[src/rtl/led_sequencer_if.sv]
// Control and pattern bus for the LED sequencer: control from the master,
// pattern and status pulses from the sequencer.
interface led_sequencer_if #(
  parameter int WIDTH    = 6,
  parameter int DIV_BITS = 23
);
  logic                en;
  logic [1:0]          mode;
  logic                dir;
  logic [DIV_BITS-1:0] period;
  logic                step;
  logic [WIDTH-1:0]    leds;
  logic                tick;
  logic                wrap;

  modport master (
    output en, mode, dir, period, step,
    input  leds, tick, wrap
  );

  modport slave (
    input  en, mode, dir, period, step,
    output leds, tick, wrap
  );
endinterface

[src/rtl/led_sequencer.sv]
// LED pattern engine: a prescaler or manual step advances a WIDTH-bit pattern
// through Johnson, rotate, bounce or binary sequences with tick/wrap pulses.
module led_sequencer #(
  parameter int WIDTH    = 6,
  parameter int DIV_BITS = 23
) (
  input  logic            clk,
  input  logic            resetn,
  led_sequencer_if.slave  bus
);

  typedef enum logic [1:0] {
    MODE_JOHNSON = 2'b00,
    MODE_ROTATE  = 2'b01,
    MODE_BOUNCE  = 2'b10,
    MODE_BINARY  = 2'b11
  } mode_t;

  localparam logic [WIDTH-1:0] SEED = {{(WIDTH-1){1'b0}}, 1'b1};
  localparam logic [WIDTH-1:0] TOP  = {1'b1, {(WIDTH-1){1'b0}}};

  logic [DIV_BITS-1:0] cnt;
  logic [WIDTH-1:0]    leds_q;
  logic                tick_q;
  logic                wrap_q;
  mode_t               active_mode;
  logic                bounce_up;

  logic                ptick;
  logic                advance;
  logic [WIDTH-1:0]    next_leds;

  // The >= compare lets a shortened period fire on the very next cycle.
  assign ptick   = bus.en && (cnt >= bus.period);
  assign advance = ptick || bus.step;

  always_comb begin
    next_leds = leds_q;
    case (active_mode)
      MODE_JOHNSON: next_leds = bus.dir ? {leds_q[WIDTH-2:0], ~leds_q[WIDTH-1]}
                                        : {~leds_q[0], leds_q[WIDTH-1:1]};
      MODE_ROTATE:  next_leds = bus.dir ? {leds_q[WIDTH-2:0], leds_q[WIDTH-1]}
                                        : {leds_q[0], leds_q[WIDTH-1:1]};
      MODE_BOUNCE:  next_leds = bounce_up ? {leds_q[WIDTH-2:0], 1'b0}
                                          : {1'b0, leds_q[WIDTH-1:1]};
      MODE_BINARY:  next_leds = bus.dir ? leds_q + WIDTH'(1)
                                        : leds_q - WIDTH'(1);
      default:      next_leds = leds_q;
    endcase
  end

  always_ff @(posedge clk or negedge resetn) begin
    if (!resetn) begin
      cnt         <= '0;
      leds_q      <= SEED;
      tick_q      <= 1'b0;
      wrap_q      <= 1'b0;
      active_mode <= MODE_JOHNSON;
      bounce_up   <= 1'b1;
    end else begin
      tick_q <= 1'b0;
      wrap_q <= 1'b0;
      if (bus.en) begin
        cnt <= ptick ? '0 : cnt + DIV_BITS'(1);
      end
      if (advance) begin
        tick_q <= 1'b1;
        // A mode change spends this advance on reloading the seed.
        if (mode_t'(bus.mode) != active_mode) begin
          leds_q      <= SEED;
          active_mode <= mode_t'(bus.mode);
          bounce_up   <= 1'b1;
        end else begin
          leds_q <= next_leds;
          wrap_q <= (next_leds == SEED);
          if (active_mode == MODE_BOUNCE) begin
            if (next_leds == TOP) begin
              bounce_up <= 1'b0;
            end else if (next_leds == SEED) begin
              bounce_up <= 1'b1;
            end
          end
        end
      end
    end
  end

  assign bus.leds = leds_q;
  assign bus.tick = tick_q;
  assign bus.wrap = wrap_q;

endmodule
[src/flat_wrapper.sv]
// flat-port wrapper written by rule: the top's interface ports become plain ports
module led_sequencer_flat 
#(
  parameter int WIDTH    = 6,
  parameter int DIV_BITS = 23
)
  (clk, resetn, bus_en, bus_mode, bus_dir, bus_period, bus_step, bus_leds, bus_tick, bus_wrap);
  led_sequencer_if #(.WIDTH(WIDTH), .DIV_BITS(DIV_BITS)) bus_i ();
  input  logic clk;
  input  logic resetn;
  input wire logic [$bits(bus_i.en)-1:0] bus_en;
  input wire logic [$bits(bus_i.mode)-1:0] bus_mode;
  input wire logic [$bits(bus_i.dir)-1:0] bus_dir;
  input wire logic [$bits(bus_i.period)-1:0] bus_period;
  input wire logic [$bits(bus_i.step)-1:0] bus_step;
  output wire logic [$bits(bus_i.leds)-1:0] bus_leds;
  output wire logic [$bits(bus_i.tick)-1:0] bus_tick;
  output wire logic [$bits(bus_i.wrap)-1:0] bus_wrap;
  assign bus_i.en = bus_en;
  assign bus_i.mode = bus_mode;
  assign bus_i.dir = bus_dir;
  assign bus_i.period = bus_period;
  assign bus_i.step = bus_step;
  assign bus_leds = bus_i.leds;
  assign bus_tick = bus_i.tick;
  assign bus_wrap = bus_i.wrap;
  led_sequencer #(.WIDTH(WIDTH), .DIV_BITS(DIV_BITS)) u_core (.clk(clk), .resetn(resetn), .bus(bus_i));
endmodule
[config.mk]
export PLATFORM = sky130hd
export DESIGN_NAME = led_sequencer_flat
export DESIGN_NICKNAME = d
export VERILOG_FILES = /design/src/rtl/led_sequencer_if.sv /design/src/rtl/led_sequencer.sv /design/src/flat_wrapper.sv
export SDC_FILE = /design/constraint.sdc
export NUM_CORES = 1
export LEC_CHECK = 0
export ABC_AREA = 1
export BUFFER_PORTS_ARGS = -buffer_cell sky130_fd_sc_hd__clkbuf_2
export CAP_MARGIN = 20
export CORE_ASPECT_RATIO = 1.4
export CORE_MARGIN = 2
export CORE_UTILIZATION = 40
export DETAILED_ROUTE_END_ITERATION = 7
export PLACE_DENSITY = 0.57
export REMOVE_ABC_BUFFERS = 1
export SLEW_MARGIN = 20
export SYNTH_ARGS = -nofsm -noshare
export SYNTH_HDL_FRONTEND = slang
export SYNTH_SLANG_ARGS = --single-unit
export TNS_END_PERCENT = 20
[constraint.sdc]
create_clock -name clk -period 4.25 [get_ports clk]
set_input_delay 0.85 -clock clk [delete_from_list [all_inputs] [get_ports clk]]
set_output_delay 0.85 -clock clk [all_outputs]
set_load 0.05 [all_outputs]
**Yosys cells after proc, flatten, opt, wreduce, memory -nomap -nowiden**

Index checks and enable logic that the tools add are counted.

- Bits in registers: 34
- Bits in latches: 0
- RAM bits: 0
- Memory bits (read-only): 0
- Input port bits: 30
- Output and inout bits: 8
- Word-level logic and storage cells: 39
- Memories: 0

- Add/sub/neg operators: 3
- Multipliers: 0
- Div/mod/pow operators: 0
- $lt $le $gt $ge: 1
- Equal/unequal tests: 6
- Shift operators: 0
- Multiplexer cells: 14
- Bitwise operators: 2
- Reduce and logical (&&, ||, !) cells: 7

Operator list:

| kind | number |
|---|---|
| 2-to-1 mux 6 bit | 5 |
| one-hot mux 6 bit (4 select lines) | 1 |
| adder 23 x 1 -> 23 bit, second input constant | 1 |
| >= comparator 23 bit | 1 |
| 2-to-1 mux 23 bit | 1 |
| 2-to-1 mux 1 bit | 7 |
| adder 6 x 1 -> 6 bit, second input constant | 1 |
| equality test 6 x 1 -> 1 bit, second input constant | 1 |
| equality test 6 bit, second input constant | 1 |
| subtractor 6 x 1 -> 6 bit, second input constant | 1 |
| equality test 2 bit, second input constant | 2 |
| AND reduction 3 bit | 1 |
| nonzero test 3 bit | 1 |
| equality test 2 x 1 -> 1 bit, second input constant | 1 |
| logical NOT 2 bit | 1 |
| inequality test 2 bit | 1 |
| inverter 1 bit | 2 |
| AND reduction 2 bit | 1 |
| nonzero test 2 bit | 1 |
| logical AND 1 bit | 1 |
| logical OR 1 bit | 1 |

**Longest topological paths before layout**

- Depth after elaboration: 8
- Mapped depth: 17
- Mapped depth without buffers: 16

**Least setup slack after synthesis**

No wires, ideal clock.

- Path type: input -> register
- Start point: input bus_dir
- End point: register u_core.bounce_up
- Library setup time: 0.076 ns
- Arrival time: 2.320 ns
- Data required time: 4.174 ns
- Slack: 1.855 ns
- Stages: 17
- Buffers on the path: 1
- Path through: buf_4 inv_2 ha_1 nand2_1 nand2_1 inv_1 nand3_1 nand3_1 nand2_1 nor2_1 nand2_1 nor2_2 nand3_1 nand3_2 nand2_1 nand2_1 nand2_1

- Longest elaborated chain between the ends: 6
- Elaborated cells on any way between the ends: 11
- Classes of those cells: eq/ne (2); mux (7); reduce/logical (2)

Ends and longest elaborated chain:

| item | RTL line | RTL |
|---|---|---|
| start: declaration | flat_wrapper.sv:13 | `input wire logic [$bits(bus_i.dir)-1:0] bus_dir;` |
| 2-to-1 mux 6 bit (on tied branches) | led_sequencer.sv:46, led_sequencer.sv:40, led_sequencer.sv:42 |  |
| one-hot mux 6 bit (4 select lines) * | led_sequencer.sv:39 | `case (active_mode)` |
| equality test 6 bit | led_sequencer.sv:77 | `if (next_leds == TOP) begin` |
| 2-to-1 mux 1 bit | led_sequencer.sv:77 |  |
| 2-to-1 mux 1 bit | led_sequencer.sv:76 | `if (active_mode == MODE_BOUNCE) begin` |
| 2-to-1 mux 1 bit | led_sequencer.sv:69 | `if (mode_t'(bus.mode) != active_mode) begin` |
| end signal: assignment | led_sequencer.sv:72 | `bounce_up <= 1'b1;` |
| end signal: assignment | led_sequencer.sv:78 | `bounce_up <= 1'b0;` |
| end signal: assignment | led_sequencer.sv:80 | `bounce_up <= 1'b1;` |
| end: declaration | led_sequencer.sv:27 | `logic bounce_up;` |

Mark *: on every way between the ends. The rest lies on a longest branch, timed or not. The select of a mux whose other input is x is not followed.
A chain may end at the register's enable or synchronous reset.

**Worst setup path after layout**

Ends and elaborated chain as after synthesis.

==> out/qor.csv <==
stage;metric;value;unit
global_routing;total global-route track usage;19.2;%
finish;most used cells in the layout excluding fill and tap cells;sky130_fd_sc_hd__nand2_1 (76), sky130_fd_sc_hd__inv_1 (57), sky130_fd_sc_hd__nor2_1 (51), sky130_fd_sc_hd__clkbuf_2 (37), sky130_fd_sc_hd__nand3_1 (34);
finish;fraction of layout instances using a drive strength above 1;16.6;%
floorplanning;vertical die dimension;104;µm
finish;number of inserted diodes;0;
worst_setup_path;Crit path max-delay family;simple AND/OR/NAND/NOR gates;
finish;final net count;497;
worst_setup_path;Critical Path AT;2.61;ns
global_routing;largest net degree at the start of global routing;35;
global_routing;number of global-route vias before repair;2698;
worst_setup_path;cell repeated most along the worst path;sky130_fd_sc_hd__nand2_1;
sta;maximum frequency from static timing analysis;417;MHz
synth;number of distinct library cells after synthesis;39;
clock_tree;maximum count of clock buffers along a single path;2;
outcome;result of the run;complete, no violations;
sta;final count of negative-setup-slack endpoints;0;
sta;transition time at the pin with the least slew margin;0.840;ns
sta;Max Clock Skew;0.00852;ns
global_routing;initial antenna violation count;0;
sta;accumulated negative setup slack;0;ns
worst_setup_path;crit-path max cell delay;0.37;ns
routing;sum of routed wire length over all layers;6740;µm
routing;routed length per instance;12.6;µm
sta;relative slew slack;44.0;%
sta;count of endpoints failing hold in the final timing report;0;
worst_setup_path;number of buffers and inverters on the critical path;3;
clock_tree;level count of the clock H-tree;2;
worst_setup_path;cells along the critical path;clkbuf_2 > inv_2 > ha_1 > nand2_1 > nand2_1 > inv_1 > nand3_1 > nand3_1 > nand2_1 > nor2_1 > nand2_1 > nor2_2 > nand3_1 > nand3_2 > nand2_1 > nand2_1 > nand2_1;
clock_tree;TritonCTS Buffers;5;
synth;warnings from Yosys;0;
run;number of maximum-capacitance violations;0;
sta;pins over their slew limit;0;
finish;multi-input gate area in the final layout;0.00174;mm²
place;estimated wirelength of the detail-placed design;5530;µm
sta;post-route clock period utilization;56.4;%
floorplanning;Die Wd;75.7;µm
routing;total iterations of the first detailed-routing run;4;
routing;initial detailed-routing violation count;133;
finish;layout-stage area growth over the synthesis result;12.2;%
synth;summed instance area of the synthesized netlist;0.00288;mm²
routing;remaining routing DRC violations;0;
worst_setup_path;worst endpoint required time;4.47;ns
routing;routed via count;2684;
sta;Final min period;2.40;ns
place;global placer's final weighted congestion;0.918;
clock_tree;number of buffers inserted to repair setup after CTS;0;
routing;Via-to-Cell Ratio;5.03;
clock_tree;quantity of hold-fixing buffers added after cts;0;
global_routing;remaining global-route overflow;0;
clock_tree;clock transition time at the flip-flop clock pins of the worst setup and hold paths;0.07;ns
place;count of buffers inserted at the top-level ports;37;
power_and_ir_drop;power density relative to cell area;325;mW/mm²
finish;most common cell after layout, fill and taps aside;sky130_fd_sc_hd__nand2_1;
floorplanning;Total Die Area;0.00790;mm²
worst_setup_path;largest fanout on the critical path;11;
clock_tree;clock tree from TritonCTS;built;
worst_setup_path;kind of critical path;in2reg;
sta;setup repair after global routing missed its margin;no;
clock_tree;CTS Sinks;34;
synth;synthesized area per cell;7.22;µm²
floorplanning;number of primary I/O pins;38;
sta;worst hold margin;0.509;ns
routing;remaining number of nets flagged by the antenna check after routing;0;
worst_setup_path;type of destination of the critical path;flop;
synth;portion of the post-synthesis area used by sequential elements;29.6;%
min_path;min-delay worst type;reg2reg;
power_and_ir_drop;Peak supply drop;0.146;mV
power_and_ir_drop;Pleak;0.00172;µW
global_routing;global-route wire length before repair;11900;µm
clock_tree;Resize count post-CTS;0;
clock_tree;root cell of the clock tree;sky130_fd_sc_hd__clkbuf_8;
finish;register area;853;µm²
synth;FF+latch count, synth;34;
worst_setup_path;CP startpoint kind;primary input;
floorplanning;effective utilization at floorplan;41.2;%
finish;fillers;715;
synth;Post-Syn Instances;399;
clock_tree;clock network latency to the later pin of the worst-skew pair;0.29;ns
floorplanning;area inside the core boundary;0.00698;mm²
floorplanning;standard-cell row count;36;
worst_setup_path;library cell contributing the largest single delay on the critical path;sky130_fd_sc_hd__ha_1;
==> logic make-up after synthesis <==
kind of cell / Yosys count / share of synthesized area (%)
AND/OR/NAND/NOR: 203 / 33.6
AO/OA/AOI/OAI: 50 / 9.47
buffers and inverters: 68 / 9.87
flip-flops: 34 / 29.6
adder cells (fa/ha/maj): 29 / 12.9
XOR/XNOR: 15 / 4.56
==> registers in the layout, indices dropped and copies added, names as in the netlist <==
name                cells
u_core.bus.leds         6
u_core.active_mode      2
u_core.bounce_up        1
u_core.bus.wrap         1
u_core.cnt             23
u_core.bus.tick         1
==> power by group <==
group	total (µW)	leakage [µW]	internal, µW	switching [µW]
logic	362	0.00124	138	224
clock network	247	0.0000482	131	116
registers	442	0.000434	371	71.2
==> synthesized netlist by cell type, drive strengths merged <==
cell type / count / area share, %
a21oi: 20 / 3.6
nor3: 8 / 1.9
nand3b: 3 / 1.2
or2: 2 / 0.43
nand3: 37 / 7.0
buf: 5 / 1.6
dfrtp: 32 / 28
a21boi: 1 / 0.26
a211oi: 2 / 0.52
ha: 28 / 12
xor2: 8 / 2.4
o21ai: 20 / 3.5
inv: 63 / 8.3
fa: 1 / 0.70
and3: 2 / 0.48
a22oi: 1 / 0.26
nand4: 12 / 2.8
o21a: 1 / 0.26
nor2: 55 / 7.5
a31oi: 1 / 0.22
o22ai: 4 / 0.87
xnor2: 7 / 2.1
nand2: 81 / 11
nor4: 3 / 1.1
dfstp: 2 / 1.8
==> final timing paths <==
check / startpoint / end / slack, ns / cells after the start
max in group asynchronous: resetn / u_core.cnt[13]$_DFFE_PN0P_ / 3.06 / 1
max: bus_dir / u_core.bounce_up$_DFFE_PN1P_ / 1.85 / 17
min in group asynchronous: resetn / u_core.bus.leds[1]$_DFFE_PN0P_ / 0.66 / 1
max reg2reg: u_core.bus.leds[0]$_DFFE_PN1P_ / u_core.bounce_up$_DFFE_PN1P_ / 1.92 / 16
min reg2reg: u_core.bounce_up$_DFFE_PN1P_ / u_core.bounce_up$_DFFE_PN1P_ / 0.51 / 2
min: u_core.bounce_up$_DFFE_PN1P_ / u_core.bounce_up$_DFFE_PN1P_ / 0.51 / 2
==> through the flow <==
step	utilization (%)	setup slack (ns)	cells	total power, µW	instance area, µm²
finish	46.3	1.85	534	1050	3230
global route	46.3	1.61	534	1140	3230
floorplan	-	1.96	394	707	2830
detailed placement	44.9	1.52	526	813	3140
CTS	46.3	1.84	534	1060	3230
global placement	44.9	1.56	526	808	3140
==> per-layer routing <==
metal / routed length (µm) / vias to the layer above / global-route usage, %
li1: - / 1390 / -
met3: 212 / 16 / 1.65
met1: 2710 / 1218 / 22.0
met5: 0 / - / 0
met2: 3620 / 60 / 34.5
met4: 194 / 0 / 8.40
==> worst reg2reg max path, delay by kind of cell (launching register included) <==
kind | cells | cell delay [ns]
simple gates | 12 | 0.93
flops | 1 | 0.61
fa+ha+maj | 1 | 0.47
buf+inv | 3 | 0.25
==> layout make-up <==
type	instances	area share (%)
multi-input combinational	297	53.9
sequential	34	26.4
inverter	63	7.40
timing repair buffer	37	5.73
tap	95	3.68
clock buffer	7	2.67
clock inverter	1	0.155
Power figures use the tool's default switching activity.
